==> src/rtl/tag_unit.sv <==
// tag_unit: parametrised tag register bank for the content-addressable
// parallel processor array. Holds one tag bit per cell and applies a
// per-cycle tag operation driven by the cell match lines. Also provides
// a some/none flag, a lowest-index priority encoder and a destructive
// tagged-cell iterator with a valid/ready handshake.
//
// Ports:
//   CLK          clock, all state updates on the rising edge
//   RST          synchronous active-high reset
//   op           tag operation (0 NOP, 1 SET_ALL, 2 LOAD, 3 CLEAR_MATCH,
//                4 KEEP_MATCH, 5 SELECT_FIRST, 6 ITER_START, 7 reserved)
//   match_lines  per-cell match result, bit i = cell i
//   tags         current tag register contents
//   some         OR of all tag bits
//   first_idx    index of the lowest set tag (0 when none)
//   idx_valid    iterator presenting an index
//   idx_ready    consumer accepts idx_out
//   idx_out      iterator index
//   iter_busy    iterator active
//   iter_done    one-cycle pulse at the end of an iteration
//   op_err       one-cycle pulse: op rejected
//   tag_count    registered population count of tags
//
// Optional feature macro: TAG_COUNT_EN enables tag_count (one cycle behind
// tags). When undefined, tag_count is tied to zero.
module tag_unit #(
    parameter int unsigned NUM_CELLS = 100,
    parameter int unsigned IDX_W     = $clog2(NUM_CELLS)
) (
    input  logic                 CLK,
    input  logic                 RST,
    input  logic [2:0]           op,
    input  logic [NUM_CELLS-1:0] match_lines,
    output logic [NUM_CELLS-1:0] tags,
    output logic                 some,
    output logic [IDX_W-1:0]     first_idx,
    output logic                 idx_valid,
    input  logic                 idx_ready,
    output logic [IDX_W-1:0]     idx_out,
    output logic                 iter_busy,
    output logic                 iter_done,
    output logic                 op_err,
    output logic [IDX_W:0]       tag_count
);

    typedef enum logic [2:0] {
        OP_NOP          = 3'd0,
        OP_SET_ALL      = 3'd1,
        OP_LOAD         = 3'd2,
        OP_CLEAR_MATCH  = 3'd3,
        OP_KEEP_MATCH   = 3'd4,
        OP_SELECT_FIRST = 3'd5,
        OP_ITER_START   = 3'd6,
        OP_RESERVED     = 3'd7
    } op_e;

    typedef enum logic {
        IDLE = 1'b0,
        ITER = 1'b1
    } state_e;

    state_e               state_q, state_d;
    logic [NUM_CELLS-1:0] tags_q, tags_d;
    logic                 iter_done_q, iter_done_d;
    logic                 op_err_q, op_err_d;
    logic [NUM_CELLS-1:0] low_bit;
    logic [IDX_W-1:0]     first_idx_c;
    logic                 found;
    op_e                  op_c;

    assign op_c = op_e'(op);

    // Two's-complement trick isolates the lowest set tag bit.
    assign low_bit = tags_q & (~tags_q + NUM_CELLS'(1));

    always_comb begin
        first_idx_c = '0;
        found       = 1'b0;
        for (int unsigned i = 0; i < NUM_CELLS; i++) begin
            if (!found && tags_q[i]) begin
                first_idx_c = IDX_W'(i);
                found       = 1'b1;
            end
        end
    end

    always_comb begin
        tags_d      = tags_q;
        state_d     = state_q;
        iter_done_d = 1'b0;
        op_err_d    = 1'b0;
        case (state_q)
            IDLE: begin
                case (op_c)
                    OP_NOP:          ;
                    OP_SET_ALL:      tags_d = '1;
                    OP_LOAD:         tags_d = match_lines;
                    OP_CLEAR_MATCH:  tags_d = tags_q & ~match_lines;
                    OP_KEEP_MATCH:   tags_d = tags_q & match_lines;
                    OP_SELECT_FIRST: tags_d = low_bit;
                    OP_ITER_START: begin
                        if (|tags_q) state_d     = ITER;
                        else         iter_done_d = 1'b1;
                    end
                    default:         op_err_d = 1'b1;
                endcase
            end
            ITER: begin
                if (op_c != OP_NOP) op_err_d = 1'b1;
                // idx_out is always the lowest set bit, so accepting it
                // clears exactly that bit.
                if (idx_ready) begin
                    tags_d = tags_q & ~low_bit;
                    if (tags_d == '0) begin
                        state_d     = IDLE;
                        iter_done_d = 1'b1;
                    end
                end
            end
            default: state_d = IDLE;
        endcase
    end

    always_ff @(posedge CLK) begin
        if (RST) begin
            state_q     <= IDLE;
            tags_q      <= '0;
            iter_done_q <= 1'b0;
            op_err_q    <= 1'b0;
        end else begin
            state_q     <= state_d;
            tags_q      <= tags_d;
            iter_done_q <= iter_done_d;
            op_err_q    <= op_err_d;
        end
    end

`ifdef TAG_COUNT_EN
    logic [IDX_W:0] tag_count_q, tag_count_d;

    always_comb begin
        tag_count_d = '0;
        for (int unsigned i = 0; i < NUM_CELLS; i++) begin
            tag_count_d = tag_count_d + (IDX_W + 1)'(tags_q[i]);
        end
    end

    always_ff @(posedge CLK) begin
        if (RST) tag_count_q <= '0;
        else     tag_count_q <= tag_count_d;
    end

    assign tag_count = tag_count_q;
`else
    assign tag_count = '0;
`endif

    assign tags      = tags_q;
    assign some      = |tags_q;
    assign first_idx = first_idx_c;
    assign idx_valid = (state_q == ITER);
    assign idx_out   = (state_q == ITER) ? first_idx_c : '0;
    assign iter_busy = (state_q == ITER);
    assign iter_done = iter_done_q;
    assign op_err    = op_err_q;

endmodule

==> config.mk <==
export PLATFORM = sky130hd
export DESIGN_NAME = tag_unit
export DESIGN_NICKNAME = d
export VERILOG_FILES = /design/src/rtl/tag_unit.sv
export SDC_FILE = /design/constraint.sdc
export NUM_CORES = 1
export LEC_CHECK = 0
export ABC_AREA = 1
export CORE_MARGIN = 4
export CORE_UTILIZATION = 50
export CTS_BUF_LIST = sky130_fd_sc_hd__clkbuf_4 sky130_fd_sc_hd__clkbuf_8
export DETAILED_ROUTE_END_ITERATION = 10
export PLACE_DENSITY = 0.91
export SETUP_SLACK_MARGIN = 0.15
export SYNTH_ARGS = -nofsm -noshare
export SYNTH_HDL_FRONTEND = slang
export SYNTH_SLANG_ARGS = --single-unit
export TNS_END_PERCENT = 5
==> constraint.sdc <==
create_clock -name CLK -period 9.51 [get_ports CLK]
set_input_delay 1.902 -clock CLK [delete_from_list [all_inputs] [get_ports CLK]]
set_output_delay 1.902 -clock CLK [all_outputs]
set_load 0.02 [all_outputs]
==> impl_metrics.json <==
{
  "crit_slowest_cell": "clkdlybuf4s50_1",
  "required_ns": 7.61,
  "ir_drop_mv": 0.0683,
  "ys_seq_elements": 103,
  "worstRegToRegCells": 21,
  "core_um2": 20300,
  "post-cts-setup-buffer-count": 0,
  "slew_viol_final": 0,
  "synth_edf_count": 0,
  "synth.most_common_cell": "nand2_1",
  "finalSetupViolations": 0,
  "holdWs_ns": 0.509,
  "setup.worst_path.class": "reg -> out",
  "cpPeakStageDelay_ns": 0.59,
  "synthTopCellsByCount": "361 x nand2_1, 240 x o21ai_0, 225 x nor2_1",
  "cap_violations": 0,
  "yosysTopAreaCellShare": 0.199,
  "cellPowerDensity_nw_per_um2": 146,
  "post_cts_resized": 0,
  "grt_max_degree": 98,
  "route.detailed.drc": 0,
  "die_w_um": 152,
  "via_per_inst": 6.35,
  "vias": 14100,
  "cts_tree": "done",
  "r2r_slack_ns": 5.41,
  "placed_cells": 2205,
  "firstDrtPassIters": 9,
  "maxSlewHeadroom": 0.249,
  "ctsHoldBuffers": 0,
  "synth_flop_cell": "dfxtp_1",
  "grt_pass1_vias": 13000,
  "place.gp.congestion": 1.04,
  "antennaDiodeCount": 0,
  "cp-start-kind": "flip-flop",
  "cpMostUsedCell": "nand2_1",
  "max_freq_mhz": 154,
  "drtIter0Drc": 1610,
  "htree_levels": 3,
  "clkTransAtPathRegs_ns": 0.11,
  "clockBufferDepth": 2,
  "holdCritPathClass": "reg -> reg",
  "n_fill_cell": 2031,
  "wire_per_inst_um": 20.4,
  "ant_nets": 0,
  "regArea_um2": 2060,
  "cp.arrival_ns": 4.58,
  "post-dp-hpwl_mm": 32.3,
  "grt_pass1_wl_mm": 70.4,
  "wirelength_mm": 45.3,
  "port_buffers": 224,
  "rr_endpoint": "idx_valid",
  "outcome": "finished clean",
  "drive_gt1_frac": 0.0502,
  "rsz0062_at_grt": "no",
  "final_util": 0.636,
  "hold_depth": 2,
  "ys_types": 61,
  "worst_hold_path.endpoint": "tags[30]",
  "final_nets": 2052,
  "grt_antenna_before_repair": 0,
  "ios": 233,
  "dieArea_um2": 23000,
  "skew_ns": 0.0118,
  "tightestPinTransition_ns": 1.13,
  "regToRegStartpoint": "tags[17]",
  "yosysTopAreaCell": "dfxtp_1",
  "initial_core_util": 0.509,
  "leakage_nw": 5.00,
  "multiInputGateArea_um2": 7160,
  "grt_overflow": 0,
  "cp-end-kind": "output port",
  "async_reset_ff_frac": 0,
  "clkLatencyLatePin_ns": 0.41,
  "yosys_warnings": 0,
  "avgSynthCellArea_um2": 5.75,
  "syn-cell-area_um2": 10300,
  "min_from": "tags[30]",
  "numCtsBuffers": 9,
  "synth_area_leaders": "dfxtp_1 20%, nand2_1 13%, o21ai_0 12%, a21oi_1 8.9%, nor2_1 8.2%",
  "syn2layout_area_growth_pct": 24.8,
  "fin_crit_sh": 0.681,
  "tns_ns": 0,
  "rows": 52,
  "worstPathMaxFanout": 7,
  "clockRootBuffer": "clkbuf_8",
  "clkSinkCount": 103,
  "die_h_um": 152,
  "netlist_instances": 1798,
  "ys_seq_area_frac": 0.199,
  "hold_viol_final": 0,
  "layoutNonFillerInstCount": 2221,
  "fin_crit_ns": 6.48,
  "grt_usage": 0.369
}
[worst max-delay path, delay by kind of cell, from the launching register on]
| kind | cells | cell delay [ns] |
|---|---|---|
| and+or+nand+nor | 20 | 2.66 |
| DFF | 1 | 0.40 |
| buffers and inverters | 5 | 0.96 |
| AOI/OAI and AO/OA | 1 | 0.13 |
[layout make-up]
| type | count | share of cell area |
|---|---|---|
| well taps | 270 | 0.0262 |
| clock inverters | 5 | 0.00805 |
| flip-flops and latches | 103 | 0.160 |
| repair buffers | 240 | 0.183 |
| clock buffers | 11 | 0.0117 |
| inverters | 194 | 0.0566 |
| multi-input cells | 1398 | 0.555 |
[metrics by stage]
| step | total power [mW] | instance area [um^2] | worst slack (ns) |
|---|---|---|---|
| 6_report | 1.88 | 12900 | 3.03 |
| 5_1_grt | 1.97 | 12900 | 2.77 |
| 4_1_cts | 1.85 | 12900 | 3.10 |
| 3_5_place_dp | 1.49 | 12600 | 3.08 |
| 3_3_place_gp | 1.48 | 12600 | 3.20 |
| 2_1_floorplan | 1.12 | 10400 | 4.67 |
[report_power, final]
part	switching, mW	internal, mW	total [mW]
sequential	0.113	0.489	0.602
combinational	0.566	0.338	0.904
clock	0.182	0.190	0.372
total	0.862	1.02	1.88
[worst max-delay path by stage]
stage               slack [ns]         end  depth (start not counted)     from
floorplan                 4.67  idx_out[3]                         22  tags[2]
global placement          3.20    tags[43]                         15    op[2]
detailed placement        3.08    tags[43]                         15    op[2]
CTS                       3.10  idx_out[0]                         26  tags[5]
global route              2.77  idx_out[0]                         26  tags[5]
finish                    3.03  idx_out[0]                         26  tags[5]
[logic make-up after synthesis]
kind of cell	share of synthesized area
simple gates	0.340
flops	0.199
xor+xnor	0.00508
compound gates	0.342
other cells	0.000363
buf+inv	0.114
[per-layer routing]
metal  global-route usage  part of all wire  vias to the layer above
li1                     -                 -                     6509
met1                0.479              0.39                     6433
met2                0.594              0.45                      996
met3               0.0640              0.12                      161
met4                0.180             0.047                        0
met5                    0                 0                        -
[cell usage in the layout (no fill, tap or decap), drive strengths merged, types with 7 or more instances in the layout]
cell type      count
nand2            370
nor2             242
o21ai            241
clkdlybuf4s50    223
inv              191
a21oi            183
dfxtp            103
nand3             71
nand4             36
nor3              33
o221ai            21
a221o             20
a211oi            19
nor4              18
o22ai             18
a32o              17
buf               17
clkbuf            11
or2               11
o211ai            10
a221oi             9
o2111ai            8
conb               8
o311ai             7
a31oi              7
[state kept, by name (all words and copies together), names as in the netlist]
| name | cells |
|---|---|
| iter_done | 1 |
| tags | 100 |
| op_err | 1 |
| idx_valid | 1 |
Note: power is estimated with default switching activity, not from simulation.
